<file path="src/rtl/mcse_gpio_pkg.sv">
// Shared constants for the GPIO register responder: register map,
// packet field positions and reset values.
package mcse_gpio_pkg;

   localparam logic [7:0] OFF_DIR    = 8'h00;
   localparam logic [7:0] OFF_OUT    = 8'h04;
   localparam logic [7:0] OFF_IN     = 8'h08;
   localparam logic [7:0] OFF_IMASK  = 8'h0C;
   localparam logic [7:0] OFF_IPOL   = 8'h10;
   localparam logic [7:0] OFF_ILAT   = 8'h14;
   localparam logic [7:0] OFF_OUTSET = 8'h18;
   localparam logic [7:0] OFF_OUTCLR = 8'h1C;

   localparam int WR_LSB   = 0;
   localparam int ADDR_LSB = 8;

   // IMASK comes out of reset with every pin masked
   localparam logic IMASK_RST = 1'b1;

   function automatic int data_lsb(input int aw);
      return aw + ADDR_LSB;
   endfunction

   typedef struct packed {
      logic dir;
      logic out;
      logic inp;
      logic imask;
      logic ipol;
      logic ilat;
      logic oset;
      logic oclr;
   } gpio_sel_t;

endpackage

</file>
<file path="src/rtl/mcse_gpio_responder_sync.sv">
// Three-stage pad synchronizer with rise/fall detection between the
// second and third stages.
module gpio_input_sync #(
   parameter int N = 32
) (
   input  logic         clk,
   input  logic         rst,
   input  logic [N-1:0] din_i,
   output logic [N-1:0] sync_o,
   output logic [N-1:0] rise_o,
   output logic [N-1:0] fall_o
);

   logic [N-1:0] s1_q, s2_q, s3_q;
   logic [2:0]   arm_q;

   always_ff @(posedge clk) begin
      if (rst) begin
         s1_q  <= '0;
         s2_q  <= '0;
         s3_q  <= '0;
         arm_q <= '0;
      end else begin
         s1_q  <= din_i;
         s2_q  <= s1_q;
         s3_q  <= s2_q;
         arm_q <= {arm_q[1:0], 1'b1};
      end
   end

   // edges only count once stage 3 holds a real pad sample
   assign sync_o = s2_q;
   assign rise_o = arm_q[2] ? (s2_q & ~s3_q) : '0;
   assign fall_o = arm_q[2] ? (~s2_q & s3_q) : '0;

endmodule

</file>
<file path="src/rtl/mcse_gpio_responder.sv">
// GPIO register block: packet decode, register file, interrupt latch
// and registered read-back.
module mcse_gpio_responder
   import mcse_gpio_pkg::*;
#(
   parameter int gpio_N  = 32,
   parameter int gpio_AW = 32,
   parameter int gpio_PW = 2*gpio_AW+40
) (
   input  logic               clk,
   input  logic               rst,
   input  logic               gpio_reg_access,
   input  logic [gpio_PW-1:0] gpio_reg_packet,
   output logic [gpio_N-1:0]  gpio_reg_rdata,
   output logic               gpio_reg_rvalid,
   input  logic [gpio_N-1:0]  gpio_in,
   output logic [gpio_N-1:0]  gpio_out,
   output logic [gpio_N-1:0]  gpio_en,
   output logic [gpio_N-1:0]  gpio_ilat,
   output logic               gpio_irq
);

   localparam int DLSB = data_lsb(gpio_AW);

   logic               wr;
   logic [gpio_AW-1:0] addr;
   logic [gpio_N-1:0]  wdata;
   logic               pkt_unused;
   logic               wen, ren;
   gpio_sel_t          sel;
   logic [gpio_N-1:0]  rd_val;
   logic [gpio_N-1:0]  in_sync, rise, fall, edge_hit;

   logic [gpio_N-1:0] dir_q, dir_d, out_q, out_d;
   logic [gpio_N-1:0] imask_q, imask_d, ipol_q, ipol_d;
   logic [gpio_N-1:0] ilat_q, ilat_d, rdata_q, rdata_d;
   logic              irq_q, irq_d, rvalid_q, rvalid_d;

   assign wr         = gpio_reg_packet[WR_LSB];
   assign addr       = gpio_reg_packet[ADDR_LSB +: gpio_AW];
   assign wdata      = gpio_reg_packet[DLSB +: gpio_N];
   assign pkt_unused = ^gpio_reg_packet;
   assign wen        = gpio_reg_access & wr;
   assign ren        = gpio_reg_access & ~wr;

   gpio_input_sync #(.N(gpio_N)) u_sync (
      .clk    (clk),
      .rst    (rst),
      .din_i  (gpio_in),
      .sync_o (in_sync),
      .rise_o (rise),
      .fall_o (fall)
   );

   assign edge_hit = (rise & ipol_q) | (fall & ~ipol_q);

   always_comb begin
      sel = '0;
      if (addr[gpio_AW-1:8] == '0) begin
         case (addr[7:0])
            OFF_DIR:    sel.dir   = 1'b1;
            OFF_OUT:    sel.out   = 1'b1;
            OFF_IN:     sel.inp   = 1'b1;
            OFF_IMASK:  sel.imask = 1'b1;
            OFF_IPOL:   sel.ipol  = 1'b1;
            OFF_ILAT:   sel.ilat  = 1'b1;
            OFF_OUTSET: sel.oset  = 1'b1;
            OFF_OUTCLR: sel.oclr  = 1'b1;
            default:    sel       = '0;
         endcase
      end
   end

   always_comb begin
      rd_val = '0;
      unique case (1'b1)
         sel.dir:   rd_val = dir_q;
         sel.out:   rd_val = out_q;
         sel.inp:   rd_val = in_sync;
         sel.imask: rd_val = imask_q;
         sel.ipol:  rd_val = ipol_q;
         sel.ilat:  rd_val = ilat_q;
         default:   rd_val = '0;
      endcase
   end

   always_comb begin
      dir_d   = (wen && sel.dir)   ? wdata : dir_q;
      imask_d = (wen && sel.imask) ? wdata : imask_q;
      ipol_d  = (wen && sel.ipol)  ? wdata : ipol_q;
      out_d   = out_q;
      if (wen && sel.out)  out_d = wdata;
      if (wen && sel.oset) out_d = out_q | wdata;
      if (wen && sel.oclr) out_d = out_q & ~wdata;
      // a fresh edge wins over a same-cycle clear
      ilat_d   = (ilat_q & ~((wen && sel.ilat) ? wdata : '0)) | edge_hit;
      irq_d    = |(ilat_q & ~imask_q);
      rdata_d  = ren ? rd_val : rdata_q;
      rvalid_d = ren;
   end

   always_ff @(posedge clk) begin
      if (rst) begin
         dir_q    <= '0;
         out_q    <= '0;
         imask_q  <= {gpio_N{IMASK_RST}};
         ipol_q   <= '0;
         ilat_q   <= '0;
         irq_q    <= 1'b0;
         rdata_q  <= '0;
         rvalid_q <= 1'b0;
      end else begin
         dir_q    <= dir_d;
         out_q    <= out_d;
         imask_q  <= imask_d;
         ipol_q   <= ipol_d;
         ilat_q   <= ilat_d;
         irq_q    <= irq_d;
         rdata_q  <= rdata_d;
         rvalid_q <= rvalid_d;
      end
   end

   assign gpio_reg_rdata  = rdata_q;
   assign gpio_reg_rvalid = rvalid_q;
   assign gpio_out        = out_q;
   assign gpio_en         = dir_q;
   assign gpio_ilat       = ilat_q;
   assign gpio_irq        = irq_q;

endmodule

</file>
<file path="config.mk">
export PLATFORM = sky130hd
export DESIGN_NAME = mcse_gpio_responder
export DESIGN_NICKNAME = d
export VERILOG_FILES = /design/src/rtl/mcse_gpio_pkg.sv /design/src/rtl/mcse_gpio_responder_sync.sv /design/src/rtl/mcse_gpio_responder.sv
export SDC_FILE = /design/constraint.sdc
export NUM_CORES = 1
export LEC_CHECK = 0
export BUFFER_PORTS_ARGS = -buffer_cell sky130_fd_sc_hd__buf_2
export CAP_MARGIN = 0
export CORE_UTILIZATION = 59
export CTS_BUF_LIST = sky130_fd_sc_hd__clkbuf_16
export CTS_CLUSTER_DIAMETER = 60
export DETAILED_ROUTE_END_ITERATION = 10
export HOLD_SLACK_MARGIN = 0.02
export PLACE_DENSITY = 0.86
export SYNTH_ARGS = -nofsm -noshare
export SYNTH_HDL_FRONTEND = slang
export SYNTH_HIERARCHICAL = 1
export SYNTH_SLANG_ARGS = --single-unit
</file>
<file path="constraint.sdc">
create_clock -name clk -period 5.7 [get_ports clk]
set_clock_uncertainty 0.2 [all_clocks]
set_input_delay 1.14 -clock clk [delete_from_list [all_inputs] [get_ports clk]]
set_output_delay 1.14 -clock clk [all_outputs]
set_load 0.005 [all_outputs]
</file>
# == Word-level counts from Yosys, hierarchy flattened ==
# Cells that the tools add are included.
# op_classes
n_eq_ne,7
n_mux,17
bitwise,19
n_reduce_logical,11
# op_table
operator,n
$and 32x32->32,7
$mux 32,6
$not 32->32,6
$pmux 32 s6,1
$or 32x32->32,3
$eq 8x5->1 const B,4
$reduce_or 32->1,1
$logic_not 24->1,1
$eq 8x4->1 const B,2
$mux 1,9
$eq 8x3->1 const B,1
$logic_not 8->1,1
$mux 8,1
$logic_and 1x1->1,7
$reduce_bool 3->1,1
$and 1x1->1,2
$not 1->1,1
# totals
regBits,293
in_bits,139
out_inout_bits,130
word_cells,67

# == Logic depth before layout (Yosys ltp) ==
# Gate-level depths: netlist of the first run.
# logic_depth
ltp_word,8
mapped_depth,7
depth_no_buf,5

# == Hierarchy ==
# Netlist of the first run, hierarchy kept.
# modules_own_cells
mod,instances,cells_each,area_each_um2,seq_area_each_um2
mcse_gpio_responder,1,1101,9222.6,3883.7
gpio_input_sync,1,280,3268.1,1981.9

# == Worst setup path after synthesis of the first run ==
# No wires, ideal clock.
# synth_path
kind,input-to-reg
start,input port gpio_reg_packet[28]
end,register imask_q[22]
setup_time_ns,0.129
t_arrival_ns,2.751
required_ns,5.371
slack_ns,2.620
cell_stages,7
path_buffers,2
cell_sequence,nor4_1 nand4_2 nor4_2 buf_4 buf_6 mux2i_1 nand2_1
# synth_via
elab_chain_cells,3
# synth_lines
element,line,source
start: declaration,mcse_gpio_responder.sv:13,"input logic [gpio_PW-1:0] gpio_reg_packet,"
$logic_not 24->1,mcse_gpio_responder.sv:59,if (addr[gpio_AW-1:8] == '0) begin
$mux 8,mcse_gpio_responder.sv:59,
$logic_and 1x1->1,mcse_gpio_responder.sv:89,imask_d = (wen && sel.imask) ? wdata : imask_q;
end signal: assignment,mcse_gpio_responder.sv:106,imask_q <= {gpio_N{IMASK_RST}};
end signal: assignment,mcse_gpio_responder.sv:115,imask_q <= imask_d;
end: declaration,mcse_gpio_responder.sv:35,"logic [gpio_N-1:0] imask_q, imask_d, ipol_q, ipol_d;"
# Every way passes these cells.
# A chain may end at the register's enable or synchronous reset.

# == Worst setup path in the final report of the first run ==
# layout_path
start,input port gpio_reg_packet[10]
end,register ipol_q[18]
# layout_via
elab_chain_cells,4
# layout_lines
element,line,source
$eq 8x5->1,mcse_gpio_responder.sv:60,case (addr[7:0])
$mux 1,mcse_gpio_responder.sv:60,
$mux 8,mcse_gpio_responder.sv:59,
$logic_and 1x1->1,mcse_gpio_responder.sv:90,ipol_d = (wen && sel.ipol) ? wdata : ipol_q;
end signal: assignment,mcse_gpio_responder.sv:116,ipol_q <= ipol_d;
end: declaration,mcse_gpio_responder.sv:35,
# Every way passes these cells.

==> results of run 1 <==
-- how the worst max path moves through the flow --
stage	start	to	slack, ns	cells past startpoint
after floorplan	gpio_reg_packet[28]	imask_q[22]$_SDFFE_PP1P_	2.62	7
after global placement	gpio_reg_packet[28]	gpio_en[9]$_SDFFE_PP0P_	1.50	7
after detailed placement	gpio_reg_packet[28]	gpio_en[6]$_SDFFE_PP0P_	1.41	7
after CTS	gpio_reg_packet[28]	gpio_en[12]$_SDFFE_PP0P_	1.98	7
after global routing	gpio_reg_packet[10]	ipol_q[18]$_SDFFE_PP0P_	1.86	8
final	gpio_reg_packet[10]	ipol_q[18]$_SDFFE_PP0P_	1.90	8
-- synthesized netlist by cell type (13+ instances only) --
master,instances
mux2i_1,78
clkbuf_1,59
inv_1,32
and3b_1,64
nor2_1,45
o21ba_1,25
a21oi_1,163
o21ai_0,32
buf_2,31
nor2b_1,102
mux2_2,32
a211oi_1,32
dfxtp_1,293
o21ai_1,43
o2bb2ai_1,42
nand3_1,13
nand2_1,199
-- placed cells by master (no fill, tap or decap), types with 6 or more instances in the layout --
| master | synthesis | routed |
|---|---|---|
| a211oi_1 | 32 | 32 |
| a21boi_1 | 6 | 6 |
| a21oi_1 | 163 | 163 |
| a22oi_1 | 11 | 11 |
| and3b_1 | 64 | 64 |
| buf_2 | 31 | 227 |
| buf_4 | 1 | 24 |
| clkbuf_16 | 0 | 31 |
| clkinv_1 | 0 | 10 |
| clkinv_2 | 0 | 6 |
| dfxtp_1 | 293 | 293 |
| inv_1 | 32 | 37 |
| mux2_2 | 32 | 32 |
| mux2i_1 | 78 | 78 |
| nand2_1 | 199 | 199 |
| nand3_1 | 13 | 13 |
| nor2_1 | 45 | 44 |
| nor2b_1 | 102 | 101 |
| nor4_1 | 8 | 7 |
| o211ai_1 | 6 | 6 |
| o21ai_0 | 32 | 32 |
| o21ai_1 | 43 | 43 |
| o21ba_1 | 25 | 25 |
| o21ba_2 | 7 | 7 |
| o22ai_1 | 12 | 12 |
| o2bb2ai_1 | 42 | 42 |
-- logic make-up after synthesis --
family | synth area share [%]
and+or+nand+nor | 19.51
AOI/OAI and AO/OA | 19.63
buffers and inverters | 4.758
muxes | 9.136
DFF | 46.96
-- registers in the layout (all words and copies together), names as in the netlist --
register         cells
u_sync/arm_q         3
gpio_out            32
gpio_ilat           32
u_sync/s3_q         32
gpio_reg_rvalid      1
gpio_en             32
u_sync/s1_q         32
gpio_reg_rdata      32
u_sync/sync_o       32
ipol_q              32
gpio_irq             1
imask_q             32
-- per-stage QoR --
step	setup WS, ns	power [W]	cell area [µm²]	util [%]	instances
after detailed placement	1.407	0.002379	13740	67.03	1798
final	1.896	0.004204	14670	71.58	1854
after CTS	1.976	0.004209	14670	71.57	1853
after global placement	1.496	0.002373	13740	67.03	1798
after global routing	1.858	0.004317	14670	71.57	1853
after floorplan	2.620	0.002272	12490	-	1381
-- final cells by class --
cell class	count	area [µm²]
repair buffers	252	1328
clock buffers	31	775.7
fillers	1493	5824
multi-input cells	951	6086
diodes	1	2.502
well taps	270	337.8
inverters	32	120.1
flip-flops and latches	293	5866
clock inverters	24	155.1
-- power breakdown --
part | total, W | switching [W] | internal [W]
clock | 0.00186 | 0.000797 | 0.00107
sequential | 0.00212 | 0.0000272 | 0.00209
combinational | 0.000222 | 0.000132 | 0.0000904
-- routing by layer --
metal	share of wire (%)	vias up	GRT usage [%]
li1	-	5182	-
met1	40	5310	45.75
met2	46	767	54.88
met3	11	98	5.031
met4	3.4	0	13.87
met5	0	-	0
-- worst max-delay path, delay by kind of cell --
kind / cells / cell delay (ns)
and+or+nand+nor: 4 / 1.69
buffers and inverters: 3 / 1.05
AOI/OAI and AO/OA: 1 / 0.08
==> results.sh, run 1 <==
export IMPL_cts_buffer_depth=3
export IMPL_drv_cap=0
export IMPL_cp_start_kind="primary input"
export IMPL_cts_sink_count=293
export IMPL_root_buffer="clkbuf_16"
export IMPL_nets=1699
export IMPL_drt_total_wl_um=37750
export IMPL_cts_resized=0
export IMPL_grt_usage_pct=34.02
export IMPL_coreArea_um2=20490
export IMPL_whs_ns=0.2336
export IMPL_period_needed_ns=3.804
export IMPL_reg2reg_depth=5
export IMPL_yosysUniqueCellTypes=47
export IMPL_tightest_slew_ns=1.270
export IMPL_ant_nets=0
export IMPL_min_to="u_sync/sync_o[26]$_SDFF_PP0_"
export IMPL_clock_latency_ns=0.55
export IMPL_drc=0
export IMPL_tritoncts_num_buffers=30
export IMPL_grt_pass1_wl_um=58490
export IMPL_routed_via_density=6.126
export IMPL_grt_max_degree=119
export IMPL_peakVddDrop_uv=246.9
export IMPL_drive_gt1_share_pct=21.60
export IMPL_worst_path_max_fanout=60
export IMPL_cp_data_required_time_ns=5.89
export IMPL_p_leak_nw=6.292
export IMPL_post_drt_wl_per_cell_um=20.36
export IMPL_syn_num_nets=1520
export IMPL_rsz0062_at_grt="false"
export IMPL_hold_buffers=0
export IMPL_post_cts_buffers=0
export IMPL_power_density_nw_per_um2=286.6
export IMPL_yosys_warnings=6
export IMPL_critical_path_class="primary input to flip-flop"
export IMPL_ff2ff_setup_slack_ns=3.50
export IMPL_r2r_start="gpio_ilat[15]$_SDFF_PP0_"
export IMPL_finalMaxSlewViolations=0
export IMPL_r2r_end="gpio_irq$_SDFF_PP0_"
export IMPL_finalSetupViolations=0
export IMPL_synth_edff_count=0
export IMPL_area_growth_pct=17.45
export IMPL_initial_core_util_pct=60.95
export IMPL_fmax_ghz=0.2629
export IMPL_hpwl_um=24670
export IMPL_layout_worst_path_cycle_share_pct=66.73
export IMPL_ios=269
export IMPL_slowest_delay_ns=1.00
export IMPL_dieArea_um2=21760
export IMPL_numPortBuffers=229
export IMPL_worstSetupEndpointType="flip-flop"
export IMPL_cp_slowest_cell="and2_1"
export IMPL_h_tree_depth=1
export IMPL_cts_clk_slew_worst_paths_ns=0.06
export IMPL_status="completed"
export IMPL_whs_path_depth=1
export IMPL_routabilityCongestion=0.8954
export IMPL_hold_viol_final=0
export IMPL_async_reset_ff_share_pct=0
export IMPL_cts_tree="done"
export IMPL_grt_pass1_vias=10860
export IMPL_grt_ovfl_total=0
export IMPL_antenna_found_initial=0
export IMPL_synthTopCellsByArea="dfxtp_1 (47%), a21oi_1 (6.5%), mux2i_1 (6.3%), nand2_1 (6.0%), nor2b_1 (5.1%)"
export IMPL_rows=52
export IMPL_slew_headroom_pct=15.35
export IMPL_drtPass1Iterations=5
export IMPL_syn_area_um2=12490
export IMPL_floorplan_die_height_um=147.5
export IMPL_yosysSeqAreaShare_pct=46.96
export IMPL_crit_chain="buf_4, nor4_2, buf_4, and2_1, nand4_1, buf_4, nand2_1, a21oi_1"
export IMPL_drtIter0Drc=1386
export IMPL_synth_top_area_cell="dfxtp_1"
export IMPL_worstHoldStart="u_sync/s1_q[26]$_SDFF_PP0_"
export IMPL_min_path_type="flip-flop to flip-flop"
export IMPL_arrival_ns=3.99
export IMPL_synth_seq_cells=293
export IMPL_postSynthAreaPerCell_um2=9.045
export IMPL_synth_top_area_share_pct=46.96
export IMPL_die_x_um=147.5
export IMPL_tns_ns=0
export IMPL_syn_inst=1381
export IMPL_route_vias_total=11360
export IMPL_yosys_most_used_dff="dfxtp_1"
export IMPL_crit_top_cell="buf_4"
Note: power is estimated with default switching activity, not from simulation.
==> run 2: changes to the inputs <==
--- a/config.mk
+++ b/config.mk
@@ -5,14 +5,15 @@
 export SDC_FILE = /design/constraint.sdc
 export NUM_CORES = 1
 export LEC_CHECK = 0
+export ABC_AREA = 1
 export BUFFER_PORTS_ARGS = -buffer_cell sky130_fd_sc_hd__buf_2
 export CAP_MARGIN = 0
-export CORE_UTILIZATION = 59
+export CORE_UTILIZATION = 55
 export CTS_BUF_LIST = sky130_fd_sc_hd__clkbuf_16
 export CTS_CLUSTER_DIAMETER = 60
 export DETAILED_ROUTE_END_ITERATION = 10
 export HOLD_SLACK_MARGIN = 0.02
-export PLACE_DENSITY = 0.86
+export PLACE_DENSITY = 0.8
 export SYNTH_ARGS = -nofsm -noshare
 export SYNTH_HDL_FRONTEND = slang
 export SYNTH_HIERARCHICAL = 1
==> constraint.sdc (replaced) <==
create_clock -name clk -period 3.9 [get_ports clk]
set_clock_uncertainty 0.2 [all_clocks]
set_input_delay 0.78 -clock clk [delete_from_list [all_inputs] [get_ports clk]]
set_output_delay 0.78 -clock clk [all_outputs]
set_load 0.005 [all_outputs]
==> results.sh, run 2 <==
export IMPL_slowest_delay_ns=0.71
export IMPL_ff2ff_setup_slack_ns=1.81
export IMPL_initial_core_util_pct=56.37
export IMPL_route_vias_total=12830
export IMPL_routed_via_density=5.600
export IMPL_drt_total_wl_um=38700
export IMPL_nets=2121
export IMPL_numPortBuffers=229
export IMPL_cp_slowest_cell="buf_4"
export IMPL_grt_pass1_wl_um=61130
export IMPL_tightest_slew_ns=1.102
export IMPL_reg2reg_depth=5
export IMPL_arrival_ns=2.88
export IMPL_ant_nets=0
export IMPL_drv_cap=0
export IMPL_place_inst=2235
export IMPL_seq_area_um2=5867
export IMPL_peakVddDrop_uv=348.5
export IMPL_routabilityCongestion=0.8536
export IMPL_worstSetupEndpointType="flip-flop"
export IMPL_yosys_warnings=6
export IMPL_hold_buffers=0
export IMPL_r2r_end="gpio_ilat[3]$_SDFF_PP0_"
export IMPL_ios=269
export IMPL_whs_path_depth=2
export IMPL_r2r_start="u_sync/arm_q[2]$_SDFF_PP0_"
export IMPL_min_path_type="flip-flop to flip-flop"
export IMPL_min_to="u_sync/sync_o[14]$_SDFF_PP0_"
export IMPL_worstHoldStart="u_sync/s1_q[14]$_SDFF_PP0_"
export IMPL_cts_resized=0
export IMPL_grt_usage_pct=31.94
export IMPL_layout_worst_path_cycle_share_pct=66.82
export IMPL_post_cts_buffers=0
export IMPL_grt_pass1_vias=11930
export IMPL_cts_sink_count=293
export IMPL_synth_seq_cells=293
export IMPL_clock_latency_ns=0.55
export IMPL_tns_ns=0
export IMPL_fillCellCount=1980
export IMPL_yosysMostFrequentCell="dfxtp_1"
export IMPL_drive_gt1_share_pct=15.96
export IMPL_power_density_nw_per_um2=404.8
export IMPL_cts_buffer_depth=3
export IMPL_drtIter0Drc=1184
export IMPL_syn_num_nets=1951
export IMPL_hpwl_um=24190
export IMPL_synth_top_area_share_pct=45.82
export IMPL_h_tree_depth=1
export IMPL_layout_common_cells="dfxtp_1 (292), nand2_1 (289), nor2_1 (270), nand3_1 (246), buf_2 (228)"
export IMPL_antenna_found_initial=0
export IMPL_slew_headroom_pct=26.51
export IMPL_synth_edff_count=0
export IMPL_finalMaxSlewViolations=0
export IMPL_period_needed_ns=2.606
export IMPL_synth_cells_most_frequent="dfxtp_1 (293), nand2_1 (290), nor2_1 (275)"
export IMPL_cts_clk_slew_worst_paths_ns=0.06
export IMPL_crit_chain="buf_2, nor2_1, nand2_1, nor2_1, inv_2, nor2_4, buf_4, nand3_1, nand2_1, nor2_1, a21oi_1"
export IMPL_post_drt_wl_per_cell_um=16.90
export IMPL_synth_top_area_cell="dfxtp_1"
export IMPL_cts_tree="done"
export IMPL_multi_input_area_um2=5638
export IMPL_status="completed"
export IMPL_rows=55
export IMPL_finalSetupViolations=0
export IMPL_tritoncts_num_buffers=30
export IMPL_final_common_cell="dfxtp_1"
export IMPL_yosys_most_used_dff="dfxtp_1"
export IMPL_die_x_um=154.6
export IMPL_grt_max_degree=96
export IMPL_grt_ovfl_total=0
export IMPL_floorplan_die_height_um=154.6
export IMPL_final_cells=2290
export IMPL_p_leak_nw=6.856
export IMPL_worst_path_max_fanout=87
export IMPL_dieArea_um2=23890
export IMPL_critical_path_class="primary input to flip-flop"
export IMPL_drc=0
export IMPL_yosysSeqAreaShare_pct=45.82
export IMPL_whs_ns=0.2010
export IMPL_hold_viol_final=0
export IMPL_coreArea_um2=22710
export IMPL_area_growth_pct=17.03
export IMPL_synthTopCellsByArea="dfxtp_1 (46%), nand3_1 (9.7%), nand2_1 (8.5%), nor2_1 (8.1%), a21oi_1 (6.3%)"
export IMPL_diodes=0
export IMPL_root_buffer="clkbuf_16"
export IMPL_crit_top_cell="nor2_1"
export IMPL_cp_start_kind="primary input"
export IMPL_rsz0062_at_grt="false"
export IMPL_yosysUniqueCellTypes=23
export IMPL_syn_inst=1812
export IMPL_async_reset_ff_share_pct=0
export IMPL_drtPass1Iterations=5
export IMPL_syn_area_um2=12800
export IMPL_cp_data_required_time_ns=4.17
export IMPL_fmax_ghz=0.3837
export IMPL_postSynthAreaPerCell_um2=7.065
[run 2: critical path, delay by kind of cell]
family	cells	cell delay (ns)
AOI/OAI and AO/OA	1	0.20
buffers and inverters	3	0.87
and+or+nand+nor	7	0.96
[run 2: how the worst max path moves through the flow]
stage	start	cells after the start	endpoint	slack [ns]
CTS	gpio_reg_packet[15]	8	gpio_ilat[24]$_SDFF_PP0_	1.33
global route	gpio_reg_packet[39]	11	gpio_reg_rdata[25]$_SDFFE_PP0P_	1.11
detailed placement	gpio_reg_packet[15]	8	gpio_ilat[24]$_SDFF_PP0_	0.78
global placement	gpio_reg_packet[15]	8	ipol_q[25]$_SDFFE_PP0P_	0.86
finish	gpio_reg_packet[21]	11	gpio_reg_rdata[21]$_SDFFE_PP0P_	1.29
floorplan	gpio_reg_packet[23]	10	gpio_out[14]$_SDFFE_PP0P_	1.63
[run 2: metal layers]
metal  up-vias  GRT usage [%]  part of all wire, %
met1      5862          40.52                   41
met3       121          5.548                  9.0
li1       6187              -                    -
met4         0          12.92                  3.8
met5         -              0                    0
met2       655          53.89                   47
[run 2: through the flow]
stage	area (µm²)	utilization, %	total power [W]	setup slack [ns]
2_1_floorplan	12800	-	0.003309	1.627
3_3_place_gp	14070	61.96	0.003442	0.8600
3_5_place_dp	14070	61.96	0.003450	0.7822
4_1_cts	14980	65.97	0.006080	1.330
5_1_grt	14980	65.97	0.006255	1.112
6_report	14980	65.97	0.006065	1.294
[run 2: cell type report]
| type | instances | share of cell area (%) |
|---|---|---|
| sequential | 293 | 39.16 |
| multi-input combinational | 1196 | 37.63 |
| timing repair buffer | 258 | 9.647 |
| clock buffer | 31 | 5.178 |
| inverter | 203 | 5.095 |
| tap | 285 | 2.380 |
| clock inverter | 24 | 0.9020 |
[run 2: report_power, final]
group / switching [W] / leakage (nW) / total [W] / internal [W]
Sequential: 0.0000429 / 2.38 / 0.00310 / 0.00306
Combinational: 0.000188 / 3.99 / 0.000292 / 0.000103
Clock: 0.00118 / 0.478 / 0.00267 / 0.00149
[run 2: logic make-up (layout without fill, tap and decap cells)]
| group | count (synthesis) | count (layout) | synth area share (%) |
|---|---|---|---|
| flops | 293 | 293 | 45.82 |
| simple gates | 826 | 826 | 27.16 |
| mux | 32 | 32 | 2.502 |
| compound gates | 338 | 338 | 13.99 |
| buf+inv | 323 | 516 | 10.53 |
==> run 3: changes to the inputs <==
==> constraint.sdc (replaced) <==
create_clock -name clk -period 2.7 [get_ports clk]
set_clock_uncertainty 0.2 [all_clocks]
set_input_delay 0.54 -clock clk [delete_from_list [all_inputs] [get_ports clk]]
set_output_delay 0.54 -clock clk [all_outputs]
set_load 0.005 [all_outputs]
==> results.sh, run 3 (synthesis gave the netlist of run 2 again) <==
export IMPL_status="completed"
export IMPL_nets=2170
export IMPL_drtPass1Iterations=6
export IMPL_area_growth_pct=21.24
export IMPL_worstSetupEndpointType="flip-flop"
export IMPL_power_density_nw_per_um2=567.2
export IMPL_grt_pass1_vias=11950
export IMPL_r2r_start="u_sync/arm_q[2]$_SDFF_PP0_"
export IMPL_min_to="u_sync/s1_q[0]$_SDFF_PP0_"
export IMPL_finalSetupViolations=0
export IMPL_slowest_delay_ns=0.34
export IMPL_crit_start="gpio_reg_packet[15]"
export IMPL_cts_clk_slew_worst_paths_ns=0.06
export IMPL_place_inst=2254
export IMPL_grt_max_degree=166
export IMPL_initial_core_util_pct=56.37
export IMPL_rows=55
export IMPL_layout_common_cells="dfxtp_1 (292), nand2_1 (289), nor2_1 (270), nand3_1 (246), buf_2 (228)"
export IMPL_worst_path_max_fanout=23
export IMPL_tns_ns=0
export IMPL_cts_tree="done"
export IMPL_ff2ff_setup_slack_ns=0.97
export IMPL_crit_chain="buf_2, nor2_1, nand3_1, nor2_1, nand3b_1, buf_4, o21ai_0, a21oi_1"
export IMPL_peakVddDrop_uv=522.4
export IMPL_cts_sink_count=293
export IMPL_tightest_slew_ns=0.7768
export IMPL_cp_data_required_time_ns=2.90
export IMPL_reg2reg_depth=5
export IMPL_h_tree_depth=1
export IMPL_ios=269
export IMPL_final_common_cell="dfxtp_1"
export IMPL_routabilityCongestion=0.8514
export IMPL_drtIter0Drc=1394
export IMPL_layout_worst_path_cycle_share_pct=74.81
export IMPL_fillCellCount=1895
export IMPL_hold_viol_final=0
export IMPL_routed_via_density=5.555
export IMPL_post_drt_wl_per_cell_um=16.69
export IMPL_grt_ovfl_total=0
export IMPL_p_leak_nw=7.087
export IMPL_worstHoldStart="gpio_in[0]"
export IMPL_critical_path_class="primary input to flip-flop"
export IMPL_cp_start_kind="primary input"
export IMPL_crit_top_cell="nor2_1"
export IMPL_clock_latency_ns=0.56
export IMPL_tritoncts_num_buffers=30
export IMPL_coreArea_um2=22710
export IMPL_floorplan_die_height_um=154.6
export IMPL_numPortBuffers=229
export IMPL_drc=0
export IMPL_period_needed_ns=2.020
export IMPL_die_x_um=154.6
export IMPL_dieArea_um2=23890
export IMPL_r2r_end="gpio_ilat[27]$_SDFF_PP0_"
export IMPL_antenna_found_initial=0
export IMPL_final_cells=2339
export IMPL_rsz0062_at_grt="false"
export IMPL_route_vias_total=12990
export IMPL_cts_buffer_depth=3
export IMPL_path_buf_inv=2
export IMPL_diodes=0
export IMPL_whs_path_depth=3
export IMPL_drive_gt1_share_pct=16.46
export IMPL_root_buffer="clkbuf_16"
export IMPL_cp_top_family="simple AND/OR/NAND/NOR gates"
export IMPL_hpwl_um=24510
export IMPL_fmax_ghz=0.4951
export IMPL_drt_total_wl_um=39040
export IMPL_drv_cap=0
export IMPL_power_total_w=0.008802
export IMPL_grt_usage_pct=32.28
export IMPL_slew_headroom_pct=48.21
export IMPL_grt_pass1_wl_um=62070
export IMPL_arrival_ns=2.22
export IMPL_min_path_type="primary input to flip-flop"
export IMPL_cp_slowest_cell="nor2_1"
export IMPL_ant_nets=0
export IMPL_finalMaxSlewViolations=0
-- run 3: cell types whose count changed in the layout (fill, tap and decap cells not counted), sizes merged --
cell,delta
dlygate4sd3,+30
buf,+19
clkinv,+4
inv,-3
clkinvlp,-1
-- run 3: metrics by stage --
stage	setup WS, ns	util [%]	hold slack [ns]	area (µm²)
final	0.6801	68.34	0.04086	15520
after global routing	0.5525	68.34	0.02675	15520
after CTS	0.7274	68.34	0.02453	15520
after detailed placement	0.1568	63.02	0.1888	14310
after global placement	0.2508	63.02	0.1839	14310
after floorplan	0.6674	-	0.1883	12800
-- run 3: what timing repair did --
action / in CTS / in global routing
hold buffers: 30 / 0
buffers inserted: 0 / 0
endpoints found under the hold margin: 30 / 0
resized for setup: 0 / 0
-- run 3: worst reg2reg max path, delay by kind of cell, from the launching register on --
kind	cells	cell delay, ns
simple gates	2	0.20
compound gates	1	0.14
mux	1	0.08
buf+inv	1	0.29
flops	1	0.74
-- run 3: metal layers --
metal	vias to the layer above	global-route usage (%)	wire (µm)
li1	6284	-	-
met1	5914	41.58	15460
met2	668	52.36	17950
met3	126	6.052	3984
met4	0	15.18	1643
met5	-	0	0
-- run 3: worst max-delay path by stage --
stage                     slack (ns)                         to  depth (start not counted)
after floorplan                 0.67  gpio_out[14]$_SDFFE_PP0P_                         10
after global placement          0.25   gpio_out[9]$_SDFFE_PP0P_                         12
after detailed placement        0.16   gpio_ilat[18]$_SDFF_PP0_                          8
after CTS                       0.73   gpio_ilat[18]$_SDFF_PP0_                          8
after global routing            0.55   gpio_ilat[18]$_SDFF_PP0_                         10
final                           0.68   gpio_ilat[18]$_SDFF_PP0_                          8
-- run 3: cell type report --
| cell class | instances | area (µm²) | area share [%] |
|---|---|---|---|
| Clock inverter | 24 | 131.4 | 0.8465 |
| Tap cell | 285 | 356.6 | 2.298 |
| Inverter | 203 | 763.2 | 4.918 |
| Clock buffer | 31 | 775.7 | 4.998 |
| Sequential cell | 293 | 5867 | 37.80 |
| Multi-Input combinational cell | 1196 | 5638 | 36.33 |
| Timing Repair Buffer | 307 | 1988 | 12.81 |
-- run 3: report_power, final --
group,switching (W),total (W),internal (W)
logic,0.000284,0.000465,0.000181
clock network,0.00171,0.00387,0.00215
registers,0.0000566,0.00447,0.00441
total,0.00205,0.00880,0.00675
